File: src/rtl/pulse_gen.sv
// ---------------------------------------------------------------------------
// pulse_gen -- programmable pulse generator
//
// A Start handshake in IDLE latches a pulse count and a mode bit. The block
// then emits exactly that many single-cycle pulses. In fast mode a pulse is
// emitted on every enabled cycle. In slow mode a pulse is emitted once every
// DIV enabled cycles. Completion is reported with a one-cycle Done strobe.
//
// Parameters
//   WIDTH : width of the pulse count and of the emitted tally
//   DIV   : slow-mode period in enabled cycles (must be >= 2)
//
// Ports
//   i_clk     : sole clock, rising edge
//   i_reset   : synchronous active-high reset; has priority over all inputs
//   i_en      : advance enable; low freezes a run in progress
//   i_start   : request a new run; honoured only in IDLE
//   i_slt     : mode, sampled with i_start (0 = fast, 1 = slow)
//   i_count   : number of pulses, sampled with i_start
//   o_pulse   : registered single-cycle event pulse
//   o_busy    : high from the cycle after an accepted start until completion
//   o_done    : one-cycle completion strobe
//   o_emitted : pulses emitted in the current or the last run
// ---------------------------------------------------------------------------
module pulse_gen #(
  parameter int WIDTH = 64,
  parameter int DIV   = 4
) (
  input  logic             i_clk,
  input  logic             i_reset,
  input  logic             i_en,
  input  logic             i_start,
  input  logic             i_slt,
  input  logic [WIDTH-1:0] i_count,
  output logic             o_pulse,
  output logic             o_busy,
  output logic             o_done,
  output logic [WIDTH-1:0] o_emitted
);

  localparam int PW = $clog2(DIV);
  localparam logic [PW-1:0] PHASE_LAST = PW'(DIV - 1);

  typedef enum logic [1:0] {
    S_IDLE = 2'd0,
    S_RUN  = 2'd1,
    S_DONE = 2'd2
  } state_t;

  state_t           r_state;
  state_t           w_state_nxt;
  logic [WIDTH-1:0] r_remaining;
  logic [WIDTH-1:0] w_remaining_nxt;
  logic [PW-1:0]    r_phase;
  logic [PW-1:0]    w_phase_nxt;
  logic             r_mode;
  logic             w_mode_nxt;
  logic             r_pulse;
  logic             w_pulse_nxt;
  logic             r_busy;
  logic             w_busy_nxt;
  logic             r_done;
  logic             w_done_nxt;
  logic [WIDTH-1:0] r_emitted;
  logic [WIDTH-1:0] w_emitted_nxt;

  // State register and datapath registers, reset to the idle condition
  always_ff @(posedge i_clk) begin
    if (i_reset) begin
      r_state     <= S_IDLE;
      r_remaining <= {WIDTH{1'b0}};
      r_phase     <= {PW{1'b0}};
      r_mode      <= 1'b0;
      r_pulse     <= 1'b0;
      r_busy      <= 1'b0;
      r_done      <= 1'b0;
      r_emitted   <= {WIDTH{1'b0}};
    end else begin
      r_state     <= w_state_nxt;
      r_remaining <= w_remaining_nxt;
      r_phase     <= w_phase_nxt;
      r_mode      <= w_mode_nxt;
      r_pulse     <= w_pulse_nxt;
      r_busy      <= w_busy_nxt;
      r_done      <= w_done_nxt;
      r_emitted   <= w_emitted_nxt;
    end
  end

  // Next-state logic
  always_comb begin
    w_state_nxt = r_state;
    case (r_state)
      S_IDLE: begin
        if (i_start) begin
          w_state_nxt = (i_count != {WIDTH{1'b0}}) ? S_RUN : S_DONE;
        end else begin
          w_state_nxt = S_IDLE;
        end
      end
      S_RUN: begin
        if (r_remaining == {WIDTH{1'b0}}) begin
          w_state_nxt = S_DONE;
        end else begin
          w_state_nxt = S_RUN;
        end
      end
      S_DONE: begin
        // Arriving with busy still set means a zero-count run: spend one
        // more cycle here to raise the done strobe before returning to idle.
        if (r_busy) begin
          w_state_nxt = S_DONE;
        end else begin
          w_state_nxt = S_IDLE;
        end
      end
      default: w_state_nxt = S_IDLE;
    endcase
  end

  // Output and datapath next values
  always_comb begin
    w_remaining_nxt = r_remaining;
    w_phase_nxt     = r_phase;
    w_mode_nxt      = r_mode;
    w_pulse_nxt     = 1'b0;
    w_busy_nxt      = r_busy;
    w_done_nxt      = 1'b0;
    w_emitted_nxt   = r_emitted;
    case (r_state)
      S_IDLE: begin
        if (i_start) begin
          w_remaining_nxt = i_count;
          w_mode_nxt      = i_slt;
          w_phase_nxt     = {PW{1'b0}};
          w_emitted_nxt   = {WIDTH{1'b0}};
          w_busy_nxt      = 1'b1;
        end else begin
          w_busy_nxt = 1'b0;
        end
      end
      S_RUN: begin
        // Completion is checked before the enable, so a run ends even while
        // the enable is low once every pulse has been emitted.
        if (r_remaining == {WIDTH{1'b0}}) begin
          w_busy_nxt = 1'b0;
          w_done_nxt = 1'b1;
        end else if (!i_en) begin
          w_pulse_nxt = 1'b0;
        end else if (!r_mode || (r_phase == PHASE_LAST)) begin
          w_phase_nxt     = {PW{1'b0}};
          w_pulse_nxt     = 1'b1;
          w_remaining_nxt = r_remaining - WIDTH'(1);
          w_emitted_nxt   = r_emitted + WIDTH'(1);
        end else begin
          w_phase_nxt = r_phase + PW'(1);
        end
      end
      S_DONE: begin
        w_busy_nxt = 1'b0;
        if (r_busy) begin
          w_done_nxt = 1'b1;
        end else begin
          w_done_nxt = 1'b0;
        end
      end
      default: begin
        w_busy_nxt = 1'b0;
      end
    endcase
  end

  assign o_pulse   = r_pulse;
  assign o_busy    = r_busy;
  assign o_done    = r_done;
  assign o_emitted = r_emitted;

endmodule

File: config.mk
export PLATFORM = sky130hd
export DESIGN_NAME = pulse_gen
export DESIGN_NICKNAME = d
export VERILOG_FILES = /design/src/rtl/pulse_gen.sv
export SDC_FILE = /design/constraint.sdc
export NUM_CORES = 1
export LEC_CHECK = 0
export CORE_ASPECT_RATIO = 0.7
export CORE_UTILIZATION = 40
export DETAILED_ROUTE_END_ITERATION = 7
export PLACE_DENSITY = 0.73
export SYNTH_ARGS = -nofsm -noshare
export SYNTH_HDL_FRONTEND = slang
export SYNTH_SLANG_ARGS = --single-unit
File: constraint.sdc
create_clock -name i_clk -period 7.06 [get_ports i_clk]
set_input_delay 1.059 -clock i_clk [delete_from_list [all_inputs] [get_ports i_clk]]
set_output_delay 1.059 -clock i_clk [all_outputs]
set_load 0.005 [all_outputs]
==> results of run 1 <==
## worst min path at each step
stage                               start              end  slack [ps]  cells past startpoint
after floorplan                    r_mode           r_mode         440                      2
after global placement    r_remaining[53]  r_remaining[53]         450                      2
after detailed placement  r_remaining[53]  r_remaining[53]         460                      2
after CTS                 r_remaining[53]  r_remaining[53]         470                      2
after global routing      r_remaining[53]  r_remaining[53]         500                      2
final                          r_phase[1]       r_phase[1]         480                      2
## cells by family after synthesis
logic type               count (synthesis)
AO/OA/AOI/OAI                          331
XOR/XNOR                                 1
flip-flops                             136
AND/OR/NAND/NOR                        492
buffers and inverters                   92
multiplexers                            16
adder cells (fa/ha/maj)                  8
## registers in the layout (all words and copies together), names as in the netlist
signal       count
r_mode           1
r_phase          2
o_busy           1
o_pulse          1
r_state          2
o_done           1
o_emitted       64
r_remaining     64
## worst max-delay path, delay by kind of cell
family,cells,cell delay (ps)
simple gates,2,740
buf+inv,4,1890
mux,1,260
## placed cells by master (no fill, tap or decap), types with 11 or more instances in the layout
cell / Yosys / routed
or4_1: 54 / 54
clkbuf_16: 0 / 17
nor4_1: 38 / 38
o32ai_1: 19 / 19
inv_1: 15 / 15
o21ai_0: 55 / 55
nand4_1: 35 / 35
a211oi_1: 16 / 16
o21ai_1: 14 / 14
nand3_1: 44 / 44
nor2b_1: 18 / 18
nor2_1: 52 / 52
mux2i_1: 12 / 12
o31ai_1: 43 / 43
nand2_1: 112 / 111
nor3_1: 45 / 45
dfxtp_1: 136 / 136
or3_1: 11 / 11
a21oi_1: 120 / 120
clkdlybuf4s50_1: 0 / 134
or2_2: 13 / 13
and3_1: 21 / 21
## cell usage after synthesis, types with 19 or more instances
cell type	count	area [um^2]
nand3_1	44	220
nor3_1	45	225
nor4_1	38	238
a21oi_1	120	601
nand4_1	35	219
and3_1	21	131
dfxtp_1	136	2720
clkbuf_1	55	206
o32ai_1	19	166
nor2_1	52	195
or4_1	54	405
o31ai_1	43	323
o21ai_0	55	275
nand2_1	112	420
## metal layers
metal	routed length, um	vias to the layer above
met4	329	0
li1	-	4351
met5	0	-
met1	12800	4262
met3	2740	32
met2	10800	412
## power groups by stage
| stage | logic (mW) | clock network, mW | registers [mW] |
|---|---|---|---|
| global placement | 0.469 | 0 | 0.859 |
| global route | 0.534 | 1.01 | 0.851 |
| finish | 0.490 | 0.968 | 0.846 |
| detailed placement | 0.474 | 0 | 0.860 |
| CTS | 0.479 | 0.977 | 0.844 |
| floorplan | 0.345 | 0 | 0.848 |
## through the flow
step                      hold WS, ps  setup slack [ps]
after floorplan                   437              4380
after global placement            452              3030
after detailed placement          463              3000
after CTS                         471              3440
after global routing              496              3250
final                             478              3390
## area by class of cell
| cell class | instances | area share |
|---|---|---|
| Clock buffer | 18 | 0.0423 |
| Clock inverter | 14 | 0.0192 |
| Inverter | 16 | 0.00579 |
| Multi-Input combinational cell | 848 | 0.501 |
| Sequential cell | 136 | 0.263 |
| Tap cell | 270 | 0.0326 |
| Timing Repair Buffer | 145 | 0.137 |
==> qor.csv, run 1 <==
metric;value;unit
cp.required;7370;ps
h-tree-depth;4;
antenna_found_initial;1;
drt-wirelength-per-cell;18.4;um
crit_start;i_reset;
rsz0062_at_grt;false;
p_sw_frac;0.316;
p_leak;3.25;nW
cts_root_buf;clkbuf_16;
rows;43;
r2r_cells;8;
synth_xor_area_frac;0.00105;
core_area;20100;um^2
multiInputGateArea;5190;um^2
numCtsBuffers;17;
hp-class;flop to flop;
drt_iter0_markers;1087;
io_buffer_count;135;
p_seq_frac;0.367;
p_per_area;222;nW/um^2
grt_pass1_vias;7827;
cts_tree;built;
place_inst;1415;
post_cts_buffers;0;
cts_resized;0;
synthToLayoutAreaGrowth;24.5;%
vias;9057;
reg2reg_slack;3750;ps
synth_mux_area_frac;0.0198;
ys_async_sr_fraction;0;
finalSetupViolCount;0;
grt_pass1_wl;42100;um
synth_area;8330;um^2
cp_common_cell;buf_4;
num-fill-cells;1896;
cp_max_fo;73;
synthSimpleGateAreaFrac;0.338;
internal-power;1.58;mW
synth_top_family_by_area;simple AND/OR/NAND/NOR gates;
clk_latency;430;ps
power.total;2.30;mW
drt-vias-per-instance;6.26;
cp_slowest_cell;inv_1;
cts.sinks;136;
dp_hpwl;18200;um
cp-endpoint;o_emitted[33];
synthDistinctLibCells;71;
busiest_layer;met1;
synth_cells;1076;
ir_worst_vdd;0.195;mV
drt-total-wl;26700;um
avgSynthCellArea;7.74;um^2
fin_cells;1447;
synth.ff_latch_count;136;
cts_buffer_depth;2;
fin_skew;10.2;ps
placed_cell_area;9730;um^2
yosys_warnings;0;
ios;136;
synth_fa_ha_area_frac;0.0120;
end_kind;flop;
grt.met1_usage;0.367;
syn_nets;1153;
design_area;10400;um^2
finalMaxSlewViolations;0;
max_clock_freq;0.273;GHz
r2r_start;r_state[1];
met2_usage;0.342;
fin_nets;1241;
crit_type;input pin to flop;
postCtsHoldBufs;0;
r2r-end;r_remaining[57];
finalCritPeriodShare;0.519;
tightest_slew;1050;ps
hold_violations;0;
diodes;0;
path_cells;buf_2, buf_4, inv_1, nand2_2, buf_4, nor2_1, mux2_2;
fp.dieH;123;um
ys_seq_area_frac;0.327;
synth_top_flop_cell;dfxtp_1;
p_sw;0.728;mW
die_w;174;um
clk_pin_slew;60;ps
firstDrtPassIters;5;
gp_congestion;0.936;
min_period;3670;ps
grt_max_degree;93;
max_stage_delay;700;ps
overflow;0;
final_core_util;0.515;
p_clk_frac;0.420;
regArea;2720;um^2
arrival;3980;ps
synth_compound_area_frac;0.249;
status;finished clean;
die-area;21400;um^2
drc_errors;0;
ant_nets;0;
use_met3;0.0682;
slew_headroom;0.292;
start_util;0.414;
drive_gt1_frac;0.0824;
start_kind;input pin;
grt_usage;0.247;
combinationalPowerShare;0.213;
maxCapViolCount;0;
setup-tns-final;0;ps
synth_edf_count;0;
(Power assumes the default switching activity.)
==> run 2, diff against run 1 <==
==> constraint.sdc (replaced) <==
create_clock -name i_clk -period 3.5 [get_ports i_clk]
set_input_delay 0.525 -clock i_clk [delete_from_list [all_inputs] [get_ports i_clk]]
set_output_delay 0.525 -clock i_clk [all_outputs]
set_load 0.005 [all_outputs]
==> run 2 against run 1 <==
Largest power group unchanged. Via count increased by 1.8%. Critical path type is now flop to flop. Sequential share of layout area fell by 0.52 points. Combinational power grew 110%. Setup slack got worse by 2800 ps. Total power increased by 110%. Clock power grew 110%. Sequential power is 100% higher. Wire length up 3.5%. Critical endpoint is now o_emitted[63].
==> qor.csv, run 2 (synthesis gave the netlist of run 1 again) <==
metric;value;unit;change
pre_cts_ws;641;ps;-2360 ps
rows;43;;unchanged
maxCapViolCount;0;;unchanged
cts_resized;0;;unchanged
drt_iter0_markers;968;;-11%
start_util;0.414;;unchanged
drc_errors;0;;unchanged
fp.dieH;123;um;unchanged
finalMaxSlewViolations;0;;unchanged
timing.final.ws_setup;557;ps;-2840 ps
tightest_slew;852;ps;-201 ps
final_common_cell;dfxtp_1;;
holdWs;464;ps;-13.7 ps
critPathBufInv;0;;-4
cp_common_cell;nand4_1;;
p_leak;3.39;nW;+4.3%
vias;9224;;+1.8%
finalCritPeriodShare;0.841;;
start_kind;flop;;
fin_nets;1264;;+1.9%
grt_pass1_wl;44200;um;+5.0%
h-tree-depth;4;;unchanged
drt-total-wl;27600;um;+3.5%
hold_violations;0;;unchanged
path_cells;nand4_1, or4_4, nor3_1, nand4_1, nor4_1, mux2i_1;;
numCtsBuffers;17;;unchanged
p_sw_frac;0.312;;-0.00409
p_per_area;448;nW/um^2;+100%
die_w;174;um;unchanged
firstDrtPassIters;6;;+1
crit_family;simple AND/OR/NAND/NOR gates;;
crit_type;flop to flop;;
end_kind;flop;;
clk_latency;430;ps;about the same
clk_pin_slew;60;ps;about the same
combinationalPowerShare;0.219;;+0.006
die-area;21400;um^2;unchanged
rsz0062_at_grt;false;;
cts_root_buf;clkbuf_16;;
cp.required;3850;ps;-3520 ps
antenna_found_initial;0;;-1
grt_max_degree;93;;unchanged
grt_usage;0.259;;+0.0122
drt-wirelength-per-cell;18.8;um;+1.9%
internal-power;3.26;mW;+110%
final_core_util;0.526;;+0.0103
drt-vias-per-instance;6.27;;+0.25%
slew_headroom;0.432;;+0.139
cts_tree;built;;
grt_pass1_vias;8227;;+5.1%
finalSetupViolCount;0;;unchanged
drive_gt1_frac;0.100;;+0.0176
cp_slowest_cell;or4_4;;
fin_skew;12.9;ps;+2.65 ps
hp-class;flop to flop;;
p_seq_frac;0.360;;-0.007
dp_hpwl;18800;um;+3.4%
cts_buffer_depth;2;;unchanged
core_area;20100;um^2;unchanged
min_period;2940;ps;
post_cts_buffers;0;;unchanged
arrival;3290;ps;-690 ps
ant_nets;0;;unchanged
status;finished clean;;
setup-tns-final;0;ps;unchanged
final_cell_mix;dfxtp_1 (136), clkdlybuf4s50_1 (134), a21oi_1 (120);;
overflow;0;;unchanged
io_buffer_count;135;;unchanged
p_clk_frac;0.421;;about the same
synthToLayoutAreaGrowth;27.0;%;
cp_max_fo;10;;-86%
max_clock_freq;0.340;GHz;
power.total;4.74;mW;+110%
postCtsHoldBufs;0;;unchanged
ios;136;;unchanged
ir_worst_vdd;0.372;mV;+90%
cts.sinks;136;;unchanged
p_sw;1.48;mW;+100%
max_stage_delay;640;ps;-60 ps
diodes;0;;unchanged
gp_congestion;0.926;;-0.99%
==> run 2: final timing paths <==
kind	to	slack, ps	cells after the start	startpoint
hold / removal	r_remaining[53]	460	2	r_remaining[53]
setup reg to reg	o_emitted[63]	560	6	o_emitted[3]
hold reg to reg	r_remaining[53]	460	2	r_remaining[53]
setup / recovery	o_emitted[63]	560	6	o_emitted[3]
==> run 2: metrics by stage <==
step	instances	area, um^2
floorplan	1076	8330
global placement	1438	9930
detailed placement	1438	9930
CTS	1470	10600
global route	1470	10600
finish	1470	10600
==> run 2: power by group through the flow <==
stage / logic (mW) / clock network [mW] / registers, mW
floorplan: 0.697 / 0 / 1.71
global placement: 0.987 / 0 / 1.73
detailed placement: 0.998 / 0 / 1.73
CTS: 1.01 / 2.03 / 1.70
global route: 1.13 / 2.08 / 1.72
finish: 1.04 / 1.99 / 1.71
==> run 2: layer usage <==
metal | vias to the layer above | share of wire | GRT usage | routed length [um]
met3 | 44 | 0.096 | 0.0669 | 2650
met1 | 4353 | 0.48 | 0.381 | 13300
met5 | - | 0 | 0 | 0
met2 | 444 | 0.41 | 0.369 | 11400
met4 | 0 | 0.012 | 0.0663 | 341
li1 | 4383 | - | - | -
==> run 2: worst reg2reg max path, delay by kind of cell (launching register included) <==
family           cells  cell delay [ps]
AND/OR/NAND/NOR      5             2180
multiplexers         1              230
flip-flops           1              470
==> run 2: final cells by class <==
cell class / instances / area [um^2]
Inverter: 16 / 60.1
Sequential cell: 136 / 2720
Tap cell: 270 / 338
Clock buffer: 21 / 480
Fill cell: 1908 / 9540
Timing Repair Buffer: 168 / 1620
Clock inverter: 11 / 168
Multi-Input combinational cell: 848 / 5190
